**config.mk**
```make
export PLATFORM = sky130hd
export DESIGN_NAME = mult_share_ctrl
export DESIGN_NICKNAME = d
export VERILOG_FILES = /design/src/rtl/mult_share_ctrl.sv
export SDC_FILE = /design/constraint.sdc
export NUM_CORES = 1
export LEC_CHECK = 0
export CORE_ASPECT_RATIO = 1.2
export CORE_MARGIN = 2
export CORE_UTILIZATION = 40
export DETAILED_ROUTE_END_ITERATION = 10
export GPL_TIMING_DRIVEN = 0
export PLACE_DENSITY = 0.82
export SKIP_CTS_REPAIR_TIMING = 1
export SYNTH_ARGS = -nofsm -noshare
export SYNTH_HDL_FRONTEND = slang
export SYNTH_SLANG_ARGS = --single-unit
```
**constraint.sdc**
```tcl
create_clock -name clk -period 3.98 [get_ports clk]
set_input_delay 0.597 -clock clk [delete_from_list [all_inputs] [get_ports clk]]
set_output_delay 0.597 -clock clk [all_outputs]
set_load 0.01 [all_outputs]
```
**src/rtl/mult_share_ctrl.sv**
```systemverilog
// Round-robin two-port sequencer in front of the shared shift-add multiplier.
// Optional watchdog on the multiplier completion: define MULT_SHARE_TIMEOUT_EN.
module mult_share_ctrl #(
    parameter int WIDTH          = 16,
    parameter int TIMEOUT_CYCLES = 64
) (
    input  logic                 clk,
    input  logic                 rst_n,
    input  logic                 req0,
    input  logic                 req1,
    input  logic [WIDTH-1:0]     op_a0,
    input  logic [WIDTH-1:0]     op_b0,
    input  logic [WIDTH-1:0]     op_a1,
    input  logic [WIDTH-1:0]     op_b1,
    output logic                 ack0,
    output logic                 ack1,
    output logic                 res_valid,
    input  logic                 res_ready,
    output logic                 res_id,
    output logic [2*WIDTH-1:0]   res_prod,
    output logic                 res_err,
    output logic                 busy,
    output logic                 mul_st,
    output logic [WIDTH-1:0]     mul_a,
    output logic [WIDTH-1:0]     mul_b,
    input  logic                 mul_idle,
    input  logic                 mul_done,
    input  logic [2*WIDTH-1:0]   mul_prod
);

    typedef enum logic [1:0] {
        S_IDLE  = 2'd0,
        S_START = 2'd1,
        S_WAIT  = 2'd2,
        S_RESP  = 2'd3
    } state_t;

    state_t               state_q, state_d;
    logic                 last_gnt_q, last_gnt_d;
    logic                 id_q, id_d;
    logic [WIDTH-1:0]     a_q, a_d;
    logic [WIDTH-1:0]     b_q, b_d;
    logic [2*WIDTH-1:0]   prod_q, prod_d;

    logic                 gnt;
    logic                 grant_valid;
    logic [1:0]           req_vec;
    logic [1:0]           ack_vec;
    logic [WIDTH-1:0]     op_a_vec [0:1];
    logic [WIDTH-1:0]     op_b_vec [0:1];

`ifdef MULT_SHARE_TIMEOUT_EN
    localparam int CNT_W = $clog2(TIMEOUT_CYCLES + 1);
    localparam logic [CNT_W-1:0] CNT_LAST = CNT_W'(TIMEOUT_CYCLES - 1);

    logic [CNT_W-1:0]     cnt_q, cnt_d;
    logic                 err_q, err_d;
`else
    logic                 unused_cfg;
    assign unused_cfg = (TIMEOUT_CYCLES > 0);
`endif

    assign req_vec     = {req1, req0};
    assign op_a_vec[0] = op_a0;
    assign op_a_vec[1] = op_a1;
    assign op_b_vec[0] = op_b0;
    assign op_b_vec[1] = op_b1;

    // On a tie the requester not served last wins; a lone request always wins.
    assign gnt = (req0 & req1) ? ~last_gnt_q : req1;

    // Acks are combinational so they line up with the operand capture edge;
    // gating with rst_n keeps them low while reset is held.
    for (genvar gi = 0; gi < 2; gi++) begin : g_ack
        assign ack_vec[gi] = grant_valid & (gnt == 1'(gi)) & rst_n;
    end

    assign ack0 = ack_vec[0];
    assign ack1 = ack_vec[1];

    always_comb begin
        state_d     = state_q;
        last_gnt_d  = last_gnt_q;
        id_d        = id_q;
        a_d         = a_q;
        b_d         = b_q;
        prod_d      = prod_q;
        grant_valid = 1'b0;
        mul_st      = 1'b0;
`ifdef MULT_SHARE_TIMEOUT_EN
        cnt_d       = cnt_q;
        err_d       = err_q;
`endif
        case (state_q)
            S_IDLE: begin
                if (|req_vec) begin
                    grant_valid = 1'b1;
                    id_d        = gnt;
                    a_d         = op_a_vec[gnt];
                    b_d         = op_b_vec[gnt];
                    state_d     = S_START;
                end
            end
            S_START: begin
                // Never start over a multiplication still in flight.
                if (mul_idle) begin
                    mul_st  = 1'b1;
                    state_d = S_WAIT;
`ifdef MULT_SHARE_TIMEOUT_EN
                    cnt_d   = '0;
`endif
                end
            end
            S_WAIT: begin
                if (mul_done) begin
                    prod_d  = mul_prod;
                    state_d = S_RESP;
`ifdef MULT_SHARE_TIMEOUT_EN
                    err_d   = 1'b0;
                end else if (cnt_q == CNT_LAST) begin
                    prod_d  = '0;
                    err_d   = 1'b1;
                    state_d = S_RESP;
                end else begin
                    cnt_d   = cnt_q + CNT_W'(1);
`endif
                end
            end
            S_RESP: begin
                if (res_ready) begin
                    last_gnt_d = id_q;
                    state_d    = S_IDLE;
`ifdef MULT_SHARE_TIMEOUT_EN
                    err_d      = 1'b0;
`endif
                end
            end
            default: state_d = S_IDLE;
        endcase
    end

    always_ff @(posedge clk or negedge rst_n) begin
        if (!rst_n) begin
            state_q    <= S_IDLE;
            last_gnt_q <= 1'b1;
            id_q       <= 1'b0;
            a_q        <= '0;
            b_q        <= '0;
            prod_q     <= '0;
`ifdef MULT_SHARE_TIMEOUT_EN
            cnt_q      <= '0;
            err_q      <= 1'b0;
`endif
        end else begin
            state_q    <= state_d;
            last_gnt_q <= last_gnt_d;
            id_q       <= id_d;
            a_q        <= a_d;
            b_q        <= b_d;
            prod_q     <= prod_d;
`ifdef MULT_SHARE_TIMEOUT_EN
            cnt_q      <= cnt_d;
            err_q      <= err_d;
`endif
        end
    end

    assign busy      = (state_q != S_IDLE);
    assign res_valid = (state_q == S_RESP);
    assign res_id    = id_q;
    assign res_prod  = prod_q;
    assign mul_a     = a_q;
    assign mul_b     = b_q;
`ifdef MULT_SHARE_TIMEOUT_EN
    assign res_err   = err_q;
`else
    assign res_err   = 1'b0;
`endif

endmodule

```
Word-level counts from Yosys, hierarchy flattened. Cells that the tools add are included. Widths: inputs -> output; s select.

Register bits after elaboration: 68. Input bits: 103. Word-level logic and storage cells: 45.

Magnitude comparators: 1. Equality and inequality tests: 7. Muxes and demuxes: 16. Bitwise gates (word level): 8. Reductions and logical operators: 7.

Operators with widths (count): $mux 16 (6); $mux 2 (4); $pmux 2 s4 (1); $ne 2x2->1 const B (3); $reduce_and 2->1 (3); $and 1x1->1 (5); $mux 1 (5); $eq 2x2->1 const B (2); $reduce_and 4->1 (1); $eq 2x1->1 const B (1); $ge 2x2->1 const B (1); $logic_not 2->1 (1); $ne 2x1->1 const B (1); $not 1->1 (2); $not 1->2 (1); $reduce_bool 2->1 (1); $reduce_or 2->1 (1).

Logic depth before layout (Yosys ltp).
Word-level depth: 6. Gate-level depth with buffers: 6. Gate-level depth less buffers: 5.

Least setup slack after synthesis. OpenSTA, ideal clock, no wires.

Path kind: flip-flop to output port. Start: register state_q[0]. End: output port ack1. Arrival time: 1342 ps. Required time: 3383 ps. Setup slack: 2041 ps. Cell stages (with the launch flop): 7. Buffers on the path: 1. Cell sequence: dfrtp_1 inv_1 ha_1 nand2_1 a21oi_2 buf_6 and2_1.

Longest elaborated chain between the ends: 4.

RTL lines: from (decl) (line 38) `state_t state_q, state_d;`; from (signal assigned) (line 155) `state_q <= state_d;`; $logic_not 2->1 (line 94) `case (state_q)`; $mux 1 (line 94); $and 1x1->1 (2 in series) (line 75) `assign ack_vec[gi] = grant_valid & (gnt == 1'(gi)) & rst_n;`; to (decl) (line 16) `output logic ack1,`.

Every way passes these cells.

Final worst setup path.
Start: input port req1. End: output port ack1.

Longest elaborated chain between the ends: 5. Elaborated cells between the ends (all ways): 7.

RTL lines: from (decl) (line 10) `input logic req1,`; $reduce_or 2->1 (line 96) `if (|req_vec) begin`; $mux 1 (line 96); $mux 1 (line 94); $and 1x1->1 * (2 in series) (line 75).

Mark *: on every way between the ends. The rest lies on a longest branch, timed or not.

==> flow_summary.yaml <==
sta:
  setup_viol_count_final: 0
  rsz0062_at_grt: "no"
  slew-limit-headroom_pct: 43.6
  layout_min_cycle_time_ns: 3.11
  final_min_period_over_clock_period_pct: 78.0
  worstMarginPinSlew_ns: 0.846
  maxSlewViolCount: 0
  pnr_worst_setup_slack_ns: 0.874
  fmaxAchievable_mhz: 322
  finalHoldWorstSlack_ns: 0.380
  timing.clock.skew_ns: 0.00879
  final-hold-violation-count: 0
logic_synthesis:
  synth_top_area_share_pct: 57.4
  mean_cell_area_of_the_mapped_netlist_sq_um: 14.0
  synth-compound-area-share_pct: 12.5
  yosysUniqueCellTypes: 25
  mappedNetlistArea_sq_um: 2920
  post_synth_and_or_nand_nor_area_fraction_pct: 9.77
  most_used_dff_post_synth: "sky130_fd_sc_hd__dfrtp_1"
  synth_most_common_cell: "sky130_fd_sc_hd__dfrtp_1"
  synth-edff-count: 0
  synthesis.instances: 208
  synthArstFlopShare_pct: 100
  yosysSeqAreaShare_pct: 58.3
  synth-adder-area-share_pct: 1.71
  post_synth_xor_area_fraction_pct: 0
  number_of_nets_in_the_synthesized_netlist: 315
  yosys.area.top_type: "sky130_fd_sc_hd__dfrtp_1"
  largest_family_of_logic_cells_by_synthesized_area: "multiplexers"
  number_of_synthesized_register_bits: 68
  ys_warn_count: 0
  muxShareOfSynthArea_pct: 13.1
  post_synth_main_area_contributors: "sky130_fd_sc_hd__dfrtp_1 (57%), sky130_fd_sc_hd__mux2_2 (13%), sky130_fd_sc_hd__a221o_1 (11%)"
  synth.cells.most_frequent: "sky130_fd_sc_hd__dfrtp_1 (67), sky130_fd_sc_hd__and3_1 (33), sky130_fd_sc_hd__mux2_2 (33), sky130_fd_sc_hd__a221o_1 (32)"
critical_path:
  worst-endpoint-required_ns: 3.38
  timing_worst_setup_path_type: "input port to output pin"
  r2r_setup_slack_ns: 2.25
  crit_path_end_kind: "output pin"
  worstPathMaxFanout: 10
  critical_path.startpoint_type: "input port"
  regToRegStartpoint: "state_q[0]$_DFFE_PN0P_"
  rr_worst_depth: 6
  critPathArrivalTime_ns: 2.51
  r2r-end: "mul_b[15]$_DFFE_PN0N_"
cells_and_area:
  final_nets: 498
  area_growth_pct: 70.4
  post_route_cells_drive_above_1_share_pct: 17.2
  antenna-diode-count: 0
pwr:
  pwr-share-seq_pct: 34.0
  cellLeakagePower_nw: 2.22
  power.net_switching_mw: 1.12
  ir_worst_vdd_v: 0.000369
  switching_share_pct: 30.9
  clock_power_share_pct: 17.2
  cell_internal_pwr_mw: 2.50
  combPwrFrac_pct: 48.8
  p_per_area_nw_per_um2: 729
global_routing:
  grt_antenna_before_repair: 0
  first_global_vias: 2597
  wire_length_of_the_first_global_routing_pass_mm: 12.3
  grt_start_max_net_pins: 71
  grt_remaining_overflow: 0
  grt_util_all_layers_pct: 20.1
die:
  core_area_sq_um: 7150
  dieArea_sq_um: 8000
  io-pin-count: 174
  standard_cell_row_count: 34
  die-width_um: 82
  die-height_um: 97.6
  floorplan.initialDensity_pct: 40.9
clock_tree:
  tritoncts: "yes"
  h-tree-depth: 3
  clk_transition_reported_paths_ns: 0.08
  max-clock-path-buffers: 2
  skew_pair_late_insertion_delay_ns: 0.33
  number_of_buffers_created_by_cts: 9
  cts_root_buffer: "sky130_fd_sc_hd__clkbuf_8"
  total_clock_sinks: 68
routing:
  route.final.wire_length_mm: 7.95
  drc: 0
  vias_per_cell: 5.07
  routed-via-count: 2464
  drt.antenna.violating_nets: 0
  post_drt_wl_per_cell_um: 16.4
  drt_pass1_iterations: 4
  initialDrtViolationCount: 50
run:
  timing.max_cap.violations: 0
placement:
  io_buffer_count: 172
  place_worst_setup_slack_ns: 0.863
  estimated_wirelength_of_the_detail_placed_design_mm: 6.12
  gp_congestion: 0.822
outcome:
  status: "finished clean"
min_path:
  hold_path.class: "input port to asynchronous set/reset pin"
## flip-flops by register name (all words and copies together), names as in the netlist
| signal | count |
|---|---|
| res_prod | 32 |
| mul_a | 16 |
| mul_b | 16 |
| state_q | 2 |
| last_gnt_q | 1 |
| res_id | 1 |
## worst max path at each step
stage | endpoint | depth (start not counted) | startpoint
final | ack1 | 6 | req1
after floorplan | ack1 | 6 | state_q[0]$_DFFE_PN0P_
after CTS | ack1 | 6 | req1
after global routing | ack1 | 6 | req1
after detailed placement | ack1 | 6 | req1
after global placement | ack0 | 3 | rst_n
## cells in the final DEF, fill, tap and decap left out, types with 2 or more instances in the layout
master	n
sky130_fd_sc_hd__and3_1	33
sky130_fd_sc_hd__nand2_1	3
sky130_fd_sc_hd__buf_2	6
sky130_fd_sc_hd__inv_1	4
sky130_fd_sc_hd__buf_4	2
sky130_fd_sc_hd__dfrtp_1	67
sky130_fd_sc_hd__clkbuf_8	9
sky130_fd_sc_hd__clkdlybuf4s50_1	171
sky130_fd_sc_hd__and2_1	3
sky130_fd_sc_hd__a221o_1	32
sky130_fd_sc_hd__ha_1	4
sky130_fd_sc_hd__clkbuf_1	3
sky130_fd_sc_hd__clkinv_4	2
sky130_fd_sc_hd__bufinv_16	2
sky130_fd_sc_hd__mux2_2	33
sky130_fd_sc_hd__buf_6	6
## cells by family (layout without fill, tap and decap cells)
kind of cell,after synthesis,count (layout)
simple gates,44,44
buf+inv,20,208
fa+ha+maj,4,4
other cells,1,1
mux,34,34
compound gates,37,37
flops,68,68
## worst max-delay path, stage by stage
cell	delay [ns]
sky130_fd_sc_hd__clkdlybuf4s50_1	0.57
sky130_fd_sc_hd__nand2_1	0.09
sky130_fd_sc_hd__a21oi_2	0.36
sky130_fd_sc_hd__buf_6	0.21
sky130_fd_sc_hd__and2_1	0.14
sky130_fd_sc_hd__clkdlybuf4s50_1	0.54
## per-stage QoR
step / util [%] / cells / cell area (sq um) / TNS, ns / power, mW
floorplan: - / 208 / 2920 / 0 / 2.06
global placement: 66.5 / 470 / 4750 / -1.73 / 2.98
detailed placement: 66.5 / 470 / 4750 / 0 / 3.04
CTS: 69.6 / 486 / 4970 / 0 / 3.67
global route: 69.6 / 486 / 4970 / 0 / 3.86
finish: 69.6 / 486 / 4970 / 0 / 3.63
## final cells by class
cell class                 instances  area, sq um
inverter                           4         15.0
clock inverter                     7         98.8
sequential                        68         1700
multi-input combinational        120         1090
tap                               90          113
fill                             544         2170
clock buffer                       9          124
timing repair buffer             172         1720
buffer                            16          116
## power by group through the flow
stage	logic [mW]	registers, mW	clock network [mW]
floorplan	0.676	1.38	0
global placement	1.75	1.22	0
detailed placement	1.79	1.24	0
CTS	1.79	1.24	0.640
global route	1.91	1.28	0.672
finish	1.77	1.23	0.624
## metal layers
| metal | share of wire (%) | track usage (%) |
|---|---|---|
| met1 | 39 | 23.2 |
| met2 | 50 | 34.7 |
| met3 | 8.5 | 4.83 |
| met4 | 2.1 | 8.59 |
| met5 | 0 | 0 |
No activity file was read; power rests on OpenSTA's default activity.
